## config.mk

```make
export PLATFORM = sky130hd
export DESIGN_NAME = xnor_popcount_stream
export DESIGN_NICKNAME = d
export VERILOG_FILES = /design/src/rtl/xnor_popcount_stream.sv
export SDC_FILE = /design/constraint.sdc
export NUM_CORES = 1
export LEC_CHECK = 0
export BUFFER_PORTS_ARGS = -buffer_cell sky130_fd_sc_hd__buf_2
export CORE_MARGIN = 3
export CORE_UTILIZATION = 40
export CTS_CLUSTER_DIAMETER = 40
export DETAILED_ROUTE_END_ITERATION = 10
export PLACE_DENSITY = 0.71
export SYNTH_ARGS = -nofsm -noshare
export SYNTH_HDL_FRONTEND = slang
export SYNTH_SLANG_ARGS = --single-unit
```

## constraint.sdc

```tcl
create_clock -name clk -period 3.8 [get_ports clk]
set_input_delay 0.38 -clock clk [delete_from_list [all_inputs] [get_ports clk]]
set_output_delay 0.38 -clock clk [all_outputs]
set_load 0.01 [all_outputs]
```

## src/rtl/xnor_popcount_stream.sv

```systemverilog
// Streaming XNOR-popcount neuron: folds multi-beat vectors into a raw count or bipolar dot product.
// Latency 2 cycles from last beat to out_valid; out_valid & ~out_ready freezes the whole pipe and drops in_ready.
module xnor_popcount_stream #(
    parameter  int WIDTH     = 128,
    parameter  int MAX_BEATS = 8,
    parameter  int BIPOLAR   = 1,
    localparam int ACC_W     = $clog2(MAX_BEATS*WIDTH+1)
) (
    input  logic                    clk,
    input  logic                    rst_n,
    input  logic                    in_valid,
    output logic                    in_ready,
    input  logic                    in_last,
    input  logic [WIDTH-1:0]        xi,
    input  logic [WIDTH-1:0]        wi,
    input  logic signed [ACC_W:0]   threshold,
    output logic                    out_valid,
    input  logic                    out_ready,
    output logic signed [ACC_W:0]   out_sum,
    output logic                    out_bit,
    output logic                    out_ovf
);

    localparam int PW = $clog2(WIDTH) + 1;
    localparam int BW = $clog2(MAX_BEATS) + 1;
    localparam int LW = $clog2(WIDTH);
    localparam int SW = ACC_W + 1;

    logic                  stall;
    logic [WIDTH-1:0]      xnor_v;
    logic [PW-1:0]         pop_c;

    logic                  s1_vld;
    logic                  s1_last;
    logic [PW-1:0]         s1_pop;
    logic signed [SW-1:0]  s1_thr;

    logic [ACC_W-1:0]      acc;
    logic [BW-1:0]         beats;
    logic                  ovf;

    logic                  keep;
    logic [ACC_W-1:0]      p_sum;
    logic [BW-1:0]         b_sum;
    logic                  ovf_nxt;
    logic [SW-1:0]         bip;
    logic signed [SW-1:0]  res_sum;
    logic                  res_bit;
    logic                  res_load;

    assign stall    = out_valid & ~out_ready;
    assign in_ready = ~stall;
    assign xnor_v   = ~(xi ^ wi);

    always_comb begin
        pop_c = '0;
        for (int i = 0; i < WIDTH; i++) begin
            pop_c = pop_c + PW'(xnor_v[i]);
        end
    end

    // While not stalled in_ready is 1, so every presented beat is an accepted beat.
    always_ff @(posedge clk or negedge rst_n) begin
        if (!rst_n) begin
            s1_vld  <= 1'b0;
            s1_last <= 1'b0;
            s1_pop  <= '0;
            s1_thr  <= '0;
        end else if (!stall) begin
            s1_vld  <= in_valid;
            s1_last <= in_last;
            s1_pop  <= pop_c;
            s1_thr  <= threshold;
        end
    end

    // Beats past MAX_BEATS contribute nothing but flag the vector as overflowed.
    always_comb begin
        keep     = (beats < BW'(MAX_BEATS));
        p_sum    = acc + (keep ? ACC_W'(s1_pop) : '0);
        b_sum    = beats + (keep ? BW'(1) : '0);
        ovf_nxt  = ovf | ~keep;
        bip      = {p_sum, 1'b0} - (SW'(b_sum) << LW);
        res_sum  = (BIPOLAR != 0) ? $signed(bip) : $signed(SW'(p_sum));
        res_bit  = (res_sum >= s1_thr);
        res_load = s1_vld & s1_last;
    end

    always_ff @(posedge clk or negedge rst_n) begin
        if (!rst_n) begin
            acc   <= '0;
            beats <= '0;
            ovf   <= 1'b0;
        end else if (!stall && s1_vld) begin
            if (s1_last) begin
                acc   <= '0;
                beats <= '0;
                ovf   <= 1'b0;
            end else begin
                acc   <= p_sum;
                beats <= b_sum;
                ovf   <= ovf_nxt;
            end
        end
    end

    always_ff @(posedge clk or negedge rst_n) begin
        if (!rst_n) begin
            out_valid <= 1'b0;
            out_sum   <= '0;
            out_bit   <= 1'b0;
            out_ovf   <= 1'b0;
        end else if (!stall) begin
            out_valid <= res_load;
            if (res_load) begin
                out_sum <= res_sum;
                out_bit <= res_bit;
                out_ovf <= ovf_nxt;
            end
        end
    end

endmodule

```

==> metrics.cfg <==
[run_status]
status=complete, but fails checks
violations=negative setup slack

[critical_path]
r2r-end=out_bit$_DFFE_PN0P_
end_kind=flop
crit_type=in2reg
r2r_start=beats[3]$_DFFE_PN0P_
cp_max_fo=2
cp-startpoint=xi[57]
worst-r2r-setup-slack_ns=-0.21
worstPathRequired_ns=4.03
cp_data_arrival_time_ns=7.33
reg2regPathDepth=19
worstSetupStartpointType=primary input
endpoint=s1_pop[6]$_DFFE_PN0N_

[final_layout]
seq_area_um2=1303
final_common_cell=buf_2
mostFrequentLayoutCells=buf_2 (283), inv_1 (112), fa_1 (108), xnor2_1 (74), xor2_1 (59)
finalNetCount=1455
syn2layout_area_growth_pct=34.71
fill_cells=1518
diodes=0
drive_gt1_share_pct=40.35
multi_input_area_um2=5543

[synthesis]
async_flop_share_pct=100.0
synth-seq-cells=52
synth_cell_types=51
syn_avg_cell_area_um2=10.47
synth_edf_count=0
yosysWarnings=0
syn_nets=1121
syn_inst=681
synthXorXnorAreaFrac_pct=17.68
synthFlopType=dfrtp_1
synthSimpleGateAreaFrac_pct=6.069
syn_area_um2=7133
synth_area_leaders=fa_1 (33%), dfrtp_1 (18%), xnor2_1 (9.7%)
ys_seq_area_share_pct=18.24
synth_compound_area_share_pct=7.350
synth_top_family_by_area=adder cells
synth.top_cell.area_share_pct=32.84
synth_top_area_cell=fa_1
synth_fa_ha_area_share_pct=41.61
muxShareOfSynthArea_pct=1.701

[grt]
grtUsageTotal_pct=17.70
grt-ovfl-total=0
grt_max_degree=44
grt_pass1_vias=6177
antenna_found_initial=0
grt_pass1_wl_um=28280

[timing]
finalHoldViolations=0
drv_slew=0
worst-slew-pin-transition_ns=0.5866
fin_tns_setup_ns=-23.51
finalClockSkew_ns=0.008331
relSlewSlack_pct=60.89
timing.final.ws_setup_ns=-3.295
finalCriticalPeriod_ns=7.095
fmax_mhz=140.9
holdWs_ns=0.07780
setup_viol=9
finalCritPeriodShare_pct=186.7
rsz0062_at_grt=true

[place]
numPortBuffers=287
place.gp.congestion=0.8236
place_hpwl_um=15360
pre_cts_slack_ns=-3.651

[routing]
route.detailed.drc=0
viasPerCell=4.565
first_pass_iters=4
postRouteAntennaNets=0
wl_per_cell_um=13.78
drt_iter0_drc=84
routed_wl_um=17100
vias=5665

[clock_tree]
htreeDepth=2
cts_buffers=5
clkTransAtPathRegs_ns=0.07
cts-root-buf=clkbuf_16
cts_tree=done
clk_path_buf_depth=2
cts_hold_buf=0
clock_latency_ns=0.30
cts.sinks=52

[floorplanning]
initial_core_util_pct=41.10
die_x_um=139.5
io_pins=289
core_area_um2=17360
num_rows=48
die-area_um2=19470
die_h_um=139.5

[min_path]
hold_path_class=in2async

[run]
cap_violations=0

==> metrics by stage <==
step | utilization, % | instances | area [um2]
4_1_cts | 54.63 | 1235 | 9482
3_5_place_dp | 52.75 | 1223 | 9156
3_3_place_gp | 52.75 | 1223 | 9156
6_report | 55.36 | 1241 | 9609
2_1_floorplan | - | 681 | 7186
5_1_grt | 55.36 | 1241 | 9609
==> critical path: stages <==
cell     delay (ns)
buf_8          0.10
xor2_4         0.17
fa_1           0.51
fa_1           0.56
inv_2          0.04
fa_2           0.56
inv_2          0.04
fa_1           0.50
inv_2          0.05
fa_2           0.53
inv_2          0.03
fa_1           0.49
fa_1           0.43
fa_1           0.51
fa_1           0.42
fa_1           0.51
inv_2          0.05
ha_4           0.16
fa_2           0.35
a21o_1         0.17
a21oi_2        0.17
o21ai_2        0.07
or4_1          0.41
nand3_1        0.10
==> how the worst min path moves through the flow <==
| stage | start | to | slack [ns] |
|---|---|---|---|
| floorplan | rst_n | acc[0]$_DFFE_PN0P_ | 0.08 |
| global placement | rst_n | out_sum[6]$_DFFE_PN0P_ | 0.42 |
| detailed placement | rst_n | s1_thr[9]$_DFFE_PN0N_ | 0.43 |
| CTS | rst_n | acc[2]$_DFFE_PN0P_ | 0.11 |
| global route | rst_n | acc[2]$_DFFE_PN0P_ | 0.12 |
| finish | rst_n | s1_thr[9]$_DFFE_PN0N_ | 0.08 |
==> synthesized netlist by cell type (2+ instances only) <==
library cell    n
dfrtp_1        52
ha_1           50
mux2i_1         2
o211ai_1        3
clkbuf_1        7
nand2b_1        3
and3_1          3
o31ai_1         5
nand2_1        45
a31oi_1         4
a22o_1          3
buf_4           2
o21ai_0        26
inv_1         120
nor3_1          5
mux2_2          9
a211oi_1        3
nor2_1          8
a21o_1          7
o2111ai_1       2
nand4_1         2
xnor2_1        79
xor2_1         65
nor2b_1        11
o21a_1          3
nand3_1         5
fa_1          117
a21oi_1        17
==> per-layer routing <==
metal / up-vias / GRT usage (%) / wire [um]
li1: 2786 / - / -
met1: 2703 / 21.35 / 6558
met2: 158 / 33.92 / 9540
met3: 18 / 2.062 / 720
met4: 0 / 3.621 / 277
met5: - / 0 / 0
==> registers in the layout, summed over array words and instances, names as in the netlist <==
signal     cells
s1_pop         8
beats          4
ovf            1
out_bit        1
s1_thr        12
out_ovf        1
out_valid      1
out_sum       11
acc           11
s1_last        1
s1_vld         1
==> layout make-up <==
type | count | area share, %
clock inverter | 3 | 0.2995
timing repair buffer | 340 | 19.51
tap | 225 | 2.930
sequential | 52 | 13.55
clock buffer | 5 | 1.302
multi-input combinational | 495 | 57.68
inverter | 121 | 4.727
==> kinds of logic after synthesis <==
group	count (synthesis)
compound gates	82
xor+xnor	144
fa+ha+maj	167
buf+inv	134
flops	52
mux	11
other cells	1
simple gates	90
==> what timing repair did <==
action	in CTS	in global routing
pin swaps	18	28
setup endpoints to repair	9	10
endpoints found under the hold margin	0	0
gates resized for setup	29	21
setup buffers	4	6
Power is left out: the tool's default activity adds up to more than one toggle a clock period on the data nets, which glitch-free logic cannot reach.
